$ cat src/rtl/delay_line_store.sv
// delay_line_store: time-multiplexed serial recirculating bit store.
//
// NCH channels of DEPTH bits each share one line of L = NCH*DEPTH single-bit
// cells. Every BIT_EN edge processes cell A = BITPOS*NCH + CH: the old bit
// emerges on DLO and is written back as either 0 (CLR), DIN (WR_EN) or itself.
// A bit therefore re-emerges exactly L advances after it was written.
//
// Ports:
//   SIM_CLK  in   clock, rising edge
//   SIM_RST  in   asynchronous active-low reset, clears everything
//   BIT_EN   in   advance the line one cell
//   SYNC     in   force CH/BITPOS to 0 without shifting (overrides BIT_EN)
//   CLR      in   write back 0 (priority over WR_EN)
//   WR_EN    in   write back DIN instead of recirculating
//   DIN      in   serial write data
//   DLO      out  registered bit that emerged on the last advance
//   CH       out  channel slot of the next cell
//   BITPOS   out  bit position of the next cell
//   WRAP     out  one-cycle pulse after the last cell of the line was processed
//   CR       out  per-channel latch of that channel's latest emerging bit
//   CRD      out  per-channel previous CR value

`timescale 1ns/1ps

module delay_line_store #(
    parameter int unsigned NCH   = 4,
    parameter int unsigned DEPTH = 28,
    localparam int unsigned L    = NCH * DEPTH,
    localparam int unsigned CW   = (NCH > 1) ? $clog2(NCH) : 1,
    localparam int unsigned BW   = $clog2(DEPTH),
    localparam int unsigned AW   = $clog2(L)
) (
    input  logic            SIM_CLK,
    input  logic            SIM_RST,
    input  logic            BIT_EN,
    input  logic            SYNC,
    input  logic            CLR,
    input  logic            WR_EN,
    input  logic            DIN,
    output logic            DLO,
    output logic [CW-1:0]   CH,
    output logic [BW-1:0]   BITPOS,
    output logic            WRAP,
    output logic [NCH-1:0]  CR,
    output logic [NCH-1:0]  CRD
);

    logic [L-1:0]   cells_q, cells_d;
    logic [CW-1:0]  ch_q, ch_d;
    logic [BW-1:0]  bitpos_q, bitpos_d;
    logic           dlo_q, dlo_d;
    logic           wrap_q, wrap_d;
    logic [NCH-1:0] cr_q, cr_d;
    logic [NCH-1:0] crd_q, crd_d;

    logic [AW-1:0]  addr;
    logic           cur_bit;
    logic           src_bit;
    logic           last_ch;
    logic           last_bit;

    always_comb begin
        addr     = AW'(bitpos_q) * AW'(NCH) + AW'(ch_q);
        cur_bit  = cells_q[addr];
        src_bit  = CLR ? 1'b0 : (WR_EN ? DIN : cur_bit);
        last_ch  = (ch_q == CW'(NCH - 1));
        last_bit = (bitpos_q == BW'(DEPTH - 1));

        cells_d  = cells_q;
        ch_d     = ch_q;
        bitpos_d = bitpos_q;
        dlo_d    = dlo_q;
        cr_d     = cr_q;
        crd_d    = crd_q;
        wrap_d   = 1'b0;

        if (SYNC) begin
            ch_d     = '0;
            bitpos_d = '0;
        end else if (BIT_EN) begin
            dlo_d         = cur_bit;
            cells_d[addr] = src_bit;
            // CR captures the emerging (old) bit, not the value written back.
            crd_d[ch_q]   = cr_q[ch_q];
            cr_d[ch_q]    = cur_bit;
            if (last_ch) begin
                ch_d = '0;
                if (last_bit) begin
                    bitpos_d = '0;
                    wrap_d   = 1'b1;
                end else begin
                    bitpos_d = bitpos_q + 1'b1;
                end
            end else begin
                ch_d = ch_q + 1'b1;
            end
        end
    end

    always_ff @(posedge SIM_CLK or negedge SIM_RST) begin
        if (!SIM_RST) begin
            cells_q  <= '0;
            ch_q     <= '0;
            bitpos_q <= '0;
            dlo_q    <= 1'b0;
            wrap_q   <= 1'b0;
            cr_q     <= '0;
            crd_q    <= '0;
        end else begin
            cells_q  <= cells_d;
            ch_q     <= ch_d;
            bitpos_q <= bitpos_d;
            dlo_q    <= dlo_d;
            wrap_q   <= wrap_d;
            cr_q     <= cr_d;
            crd_q    <= crd_d;
        end
    end

    assign DLO    = dlo_q;
    assign CH     = ch_q;
    assign BITPOS = bitpos_q;
    assign WRAP   = wrap_q;
    assign CR     = cr_q;
    assign CRD    = crd_q;

endmodule
$ cat config.mk
export PLATFORM = sky130hd
export DESIGN_NAME = delay_line_store
export DESIGN_NICKNAME = d
export VERILOG_FILES = /design/src/rtl/delay_line_store.sv
export SDC_FILE = /design/constraint.sdc
export NUM_CORES = 1
export LEC_CHECK = 0
export CAP_MARGIN = 20
export CORE_MARGIN = 5
export CORE_UTILIZATION = 26
export DETAILED_ROUTE_END_ITERATION = 10
export PLACE_DENSITY = 0.46
export SKIP_LAST_GASP = 1
export SLEW_MARGIN = 20
export SYNTH_ARGS = -nofsm -noshare
export SYNTH_HDL_FRONTEND = slang
export SYNTH_SLANG_ARGS = --single-unit
$ cat constraint.sdc
create_clock -name SIM_CLK -period 4.3 [get_ports SIM_CLK]
set_input_delay 0.645 -clock SIM_CLK [delete_from_list [all_inputs] [get_ports SIM_CLK]]
set_output_delay 0.645 -clock SIM_CLK [all_outputs]
set_load 0.005 [all_outputs]
==> out/qor.csv, run 1 <==
metric,value,unit
status,"complete, no violations",
worst-margin pin slew,0.8795,ns
Layout Nets,635,
Tot GR Track Use,0.1216,
compound-gate portion of the synthesized area,0.06186,
Max Fanout on Critical Path,98,
post-cts resize count,0,
Worst EP required,4.60,ns
hpwl dp,10690,um
Sink Count,129,
sequential share of the synthesized area,0.4822,
Starting Density,0.2651,
syn nets,625,
vias per inst,4.805,
maximum clock path buffer count,2,
buffers added on ports,23,
Clock Power Share,0.485,
Synth area leader,dfrtp_1,
Cells after DPL,934,
H-Tree Level Count,4,
global-route wire length before repair,27220,um
area of the core,25250,um^2
Pre-antenna DRT Iters,5,
period utilization,0.8828,
Die X,170.5,um
Critical Path End Type,register,
"CTS clk-pin slew, worst paths",0.06,ns
overall routed net length,17170,um
Pwr Density,385.8,nW/um^2
CTS Buf Count,17,
n_diodes,0,
root buffer cell,clkbuf_16,
number of fill cells in the layout,2594,
Rows,58,
DRT iter0 DRCs,245,
grt total ovfl,0,
die height,170.5,um
"Clk Latency, worst-skew pair",0.42,ns
Adder-Cell Fraction of Synth Area,0.009344,
Max Cap Violations,0,
CP Launch Type,register,
largest stage delay on the critical path,0.69,ns
area grow syn2layout,16.11,%
synth unique cells,38,
Post-CTS Setup Repair Bufs,0,
Non-Filler Instances,965,
mux cell area share after synthesis,0.2777,
Setup Skew,0.01074,ns
Avg Inst Size Synth,10.92,um^2
Detail Route Antenna Nets,0,
Switching Share,0.2443,
# DRC,0,
top cell type's share of synthesized area,0.4822,
initial antenna violation count,0,
Synth Register Bits,129,
Reg2Reg Setup Slack,0.50,ns
Max-slew headroom,0.4120,
dpl ws,0.6277,ns
WP data arrival,4.09,ns
full die area,29060,um^2
share of cells above drive strength 1,0.2598,
Sequential Power Share,0.426,
Int Pwr,0.002266,W
Post-CTS Hold Fix Bufs,0,
wire per inst,17.79,um
XOR/XNOR share of the synthesized area,0,
CP cell instances,or2_1 -> o22ai_1 -> o21ai_0 -> a41oi_1 -> a2111oi_4 -> a211oi_4 -> buf_12 -> mux2_2,
Final min period,3.796,ns
Simple-Gate Fraction of Synth Area,0.1196,
CTS tree,yes,
RSZ-0062 raised after global routing,no,
Post-synth EDFFs,0,
Crit Path Category,register to register,
Worst VDD drop,0.2721,mV
Hold Slack,0.2654,ns
final setup violation count,0,
FMAX,263.4,MHz
TNS Setup,0,ns
num ports,24,
largest family of logic cells by synthesized area,multiplexers,
CP max stage cell,or2_1,
Post-Syn Instances,613,
worst setup margin,0.5038,ns
"Top FF cell, synth",dfrtp_1,
RD Place Congestion,0.7626,
via count,4637,
largest net degree at the start of global routing,99,
Hold Crit Class,input port to async pin,
vias in the first global route,4785,
fraction of registers with async set/reset,1.000,
Slew Limit Fails,0,
area of the mapped netlist,6695,um^2
Hold Fails Final Rpt,0,
Psw,0.0007326,W
static leakage,3.325,nW
Logic pwr share,0.089,
"top cells by area, synth","dfrtp_1 48%, mux2_2 20%, mux2i_1 7.9%, nor2_1 6.4%, nand2_1 2.4%",
yosys warns,0,
-- flip-flops by register name, indices dropped and copies added (netlist names) --
name	cells
BITPOS	5
CH	2
CR	4
CRD	4
DLO	1
WRAP	1
cells_q	112
-- cell type report --
cell class / instances / area (um^2) / share of cell area
Inverter: 9 / 33.78 / 0.004346
Sequential cell: 129 / 3232 / 0.4157
Clock inverter: 14 / 166.4 / 0.02141
Multi-Input combinational cell: 431 / 3144 / 0.4045
Tap cell: 330 / 412.9 / 0.05311
Clock buffer: 17 / 425.4 / 0.05472
Timing Repair Buffer: 35 / 359.1 / 0.04619
-- stage by stage --
step / utilization / area, um^2 / power [W]
after floorplan: - / 6695 / 0.001452
after global placement: 0.2842 / 7178 / 0.001566
after detailed placement: 0.2842 / 7178 / 0.001573
after CTS: 0.3077 / 7770 / 0.003039
after global routing: 0.3078 / 7774 / 0.003120
final: 0.3078 / 7774 / 0.002999
-- final timing paths --
check,from,end,cells past startpoint
max,BITPOS[0],cells_q[30],8
min,SIM_RST,BITPOS[2],1
max reg2reg,BITPOS[0],cells_q[30],8
min reg2reg,cells_q[104],cells_q[104],1
max in group asynchronous,SIM_RST,cells_q[109],2
min in group SIM_CLK,cells_q[104],cells_q[104],1
-- metal layers --
layer	share of wire	track usage
met1	0.48	0.1649
met2	0.47	0.1931
met3	0.037	0.02509
met4	0.018	0.04306
met5	0	0
-- cell usage after synthesis, types with 2 or more instances --
cell and count:
o31ai_1 2, buf_1 2, nand2b_1 4, buf_4 5, buf_2 6, nand3_1 13
o32ai_1 2, inv_1 9, mux2_2 116, and3_1 3, o22ai_1 25, buf_6 14
nand2_1 43, nand4_1 2, nor2b_1 5, nand3b_1 2, a31oi_1 2, dfrtp_1 129
o21ai_0 19, clkbuf_1 17, ha_1 5, mux2i_1 53, nor2_1 114, a21oi_1 6
a41oi_1 2
-- placed cells by master (no fill, tap or decap), types with 4 or more instances in the layout --
cell	instances
clkinvlp_4	4
inv_1	9
mux2_2	116
nand2_1	43
nor2b_1	5
clkbuf_16	17
nand2b_1	4
a21oi_1	6
mux2i_1	53
nor2_1	114
clkinv_2	4
nand3_1	13
clkdlybuf4s50_1	22
dfrtp_1	128
ha_1	5
o22ai_1	25
buf_4	9
o21ai_0	19
-- worst max-delay path: cells and delay by family (launching register included) --
| kind | cells | cell delay [ns] |
|---|---|---|
| AO/OA/AOI/OAI | 5 | 1.72 |
| buffers and inverters | 1 | 0.25 |
| flip-flops | 1 | 0.54 |
| multiplexers | 1 | 0.35 |
| AND/OR/NAND/NOR | 1 | 0.69 |
-- power by group through the flow --
stage | Sequential [W] | Clock (W) | Combinational, W
2_1_floorplan | 0.00129 | 0 | 0.000166
3_3_place_gp | 0.00130 | 0 | 0.000268
3_5_place_dp | 0.00130 | 0 | 0.000272
4_1_cts | 0.00128 | 0.00149 | 0.000272
5_1_grt | 0.00128 | 0.00154 | 0.000293
6_report | 0.00128 | 0.00145 | 0.000268
-- cell families after synthesis --
group,after synthesis
adder cells (fa/ha/maj),5
multiplexers,170
buffers and inverters,53
AND/OR/NAND/NOR,192
flip-flops,129
AO/OA/AOI/OAI,64
No activity file was read; power rests on OpenSTA's default activity.
==> run 2: changes to the inputs <==
--- a/config.mk
+++ b/config.mk
@@ -8,6 +8,7 @@
 export CAP_MARGIN = 20
 export CORE_MARGIN = 5
 export CORE_UTILIZATION = 26
+export CTS_BUF_LIST = sky130_fd_sc_hd__clkbuf_16
 export DETAILED_ROUTE_END_ITERATION = 10
 export PLACE_DENSITY = 0.46
 export SKIP_LAST_GASP = 1
==> results of run 2 <==
The final DEF is identical to that of run 1; final timing and power are the same.
==> run 3: changes to the inputs <==
--- a/config.mk
+++ b/config.mk
@@ -8,7 +8,7 @@
 export CAP_MARGIN = 20
 export CORE_MARGIN = 5
 export CORE_UTILIZATION = 26
-export CTS_BUF_LIST = sky130_fd_sc_hd__clkbuf_16
+export CTS_BUF_LIST = sky130_fd_sc_hd__clkbuf_8
 export DETAILED_ROUTE_END_ITERATION = 10
 export PLACE_DENSITY = 0.46
 export SKIP_LAST_GASP = 1
==> run 3 against run 2 <==
  * Routed wire length about the same
  * Cell count unchanged
  * Non-clock buffer count unchanged
  * Combinational power about the same
  * Clock power decreased by 26%
  * Power decreased by 13%
  * Setup slack got worse by 0.032 ns
  * Clock skew increased by 0.0032 ns
  * Global-route usage about the same
  * Register-to-register slack got worse by 0.03 ns
  * Sequential power about the same
  * Maximum frequency decreased by 0.83%
==> out/qor.csv, run 3 (synthesis results as in run 1) <==
metric,value,unit
Non-Filler Instances,965,
Final Cell Area,7582,um^2
vias in the first global route,4813,
worst setup margin,0.4722,ns
Slew Limit Fails,0,
area of the core,25250,um^2
Cells after DPL,934,
TNS Setup,0,ns
DP Area,7178,um^2
RSZ-0062 raised after global routing,no,
worst-margin pin slew,0.8779,ns
via count,4647,
full die area,29060,um^2
Switching Share,0.2626,
final setup violation count,0,
CP Buf/Inv Count,1,
Detail Route Antenna Nets,0,
Final min period,3.828,ns
Post-CTS Hold Fix Bufs,0,
CTS Buf Count,17,
H-Tree Level Count,4,
number of fill cells in the layout,2615,
CP cell instances,nand2b_1 -> o22ai_1 -> o21ai_0 -> a41oi_1 -> a2111oi_4 -> a211oi_4 -> buf_12 -> mux2_2,
Tot GR Track Use,0.1216,
Hold Crit Class,input port to async pin,
Rows,58,
DRT iter0 DRCs,287,
Setup Skew,0.01392,ns
"commonest non-fill, non-tap cell in the layout",dfrtp_1,
Pre-antenna DRT Iters,5,
"CTS clk-pin slew, worst paths",0.08,ns
RD Place Congestion,0.7626,
Max Fanout on Critical Path,98,
Max Cap Violations,0,
grt total ovfl,0,
CP max stage cell,nand2b_1,
# DRC,0,
n_diodes,0,
period utilization,0.8902,
overall power,0.002612,W
status,"complete, no violations",
Layout Nets,635,
Sequential Power Share,0.488,
Clock Power Share,0.409,
dpl ws,0.6277,ns
"Clk Latency, worst-skew pair",0.46,ns
wire per inst,17.80,um
root buffer cell,clkbuf_8,
CTS tree,yes,
Starting Density,0.2651,
Reg2Reg Setup Slack,0.47,ns
static leakage,3.237,nW
hpwl dp,10690,um
largest net degree at the start of global routing,99,
overall routed net length,17180,um
largest stage delay on the critical path,0.70,ns
vias per inst,4.816,
die height,170.5,um
Sink Count,129,
area of the multi-input gates,3144,um^2
Die X,170.5,um
buffers added on ports,23,
area grow syn2layout,13.25,%
WP data arrival,4.16,ns
Crit Path Category,register to register,
FMAX,261.2,MHz
storage element area,3232,um^2
max FFs per register,112,
Hold Fails Final Rpt,0,
Worst EP required,4.63,ns
maximum clock path buffer count,2,
initial antenna violation count,0,
Top reg by flops,cells_q,
"commonest non-fill, non-tap cells in the layout","128 x dfrtp_1, 116 x mux2_2, 114 x nor2_1",
kind of cell adding the most delay to the critical path,compound AO/OA/AOI/OAI gates,
Max-slew headroom,0.4131,
Logic pwr share,0.103,
Int Pwr,0.001926,W
Psw,0.0006859,W
Pwr Density,344.5,nW/um^2
Post-CTS Setup Repair Bufs,0,
share of cells above drive strength 1,0.2598,
Worst VDD drop,0.1734,mV
num ports,24,
CP Launch Type,register,
Critical Path End Type,register,
post-cts resize count,0,
global-route wire length before repair,27180,um
## run 3: routing by layer
layer  part of all wire  track usage
met1               0.48       0.1648
met2               0.47       0.1921
met3              0.035      0.02485
met4              0.021      0.04618
met5                  0            0
## run 3: worst paths after layout
check,from,end,cells past startpoint
setup / recovery,BITPOS[0],cells_q[30],8
hold / removal,SIM_RST,BITPOS[2],1
setup reg to reg,BITPOS[0],cells_q[30],8
hold reg to reg,cells_q[104],cells_q[104],1
max in group asynchronous,SIM_RST,cells_q[109],2
min in group SIM_CLK,cells_q[104],cells_q[104],1
## run 3: stage by stage
stage,utilization,hold WS [ns]
final,0.3002,0.2277
after global routing,0.3002,0.2797
after CTS,0.3001,0.3840
after detailed placement,0.2842,0.4935
after global placement,0.2842,0.4862
after floorplan,-,0.3494
## run 3: final cells by class
cell class | count | area share
flip-flops and latches | 129 | 0.4262
multi-input cells | 431 | 0.4147
well taps | 330 | 0.05446
repair buffers | 35 | 0.04736
clock buffers | 17 | 0.03086
clock inverters | 14 | 0.02195
inverters | 9 | 0.004455
## run 3: worst register-to-register path, cell delays in order (launching register included)
cell	delay (ns)
dfrtp_1	0.54
nand2b_1	0.71
o22ai_1	0.19
o21ai_0	0.39
a41oi_1	0.25
a2111oi_4	0.66
a211oi_4	0.25
buf_12	0.24
mux2_2	0.47
## run 3: power groups by stage
stage	combinational [W]	clock (W)	sequential [W]
final	0.000268	0.00107	0.00128
after global routing	0.000293	0.00116	0.00128
after CTS	0.000272	0.00110	0.00128
after detailed placement	0.000272	0	0.00130
after global placement	0.000268	0	0.00130
after floorplan	0.000166	0	0.00129
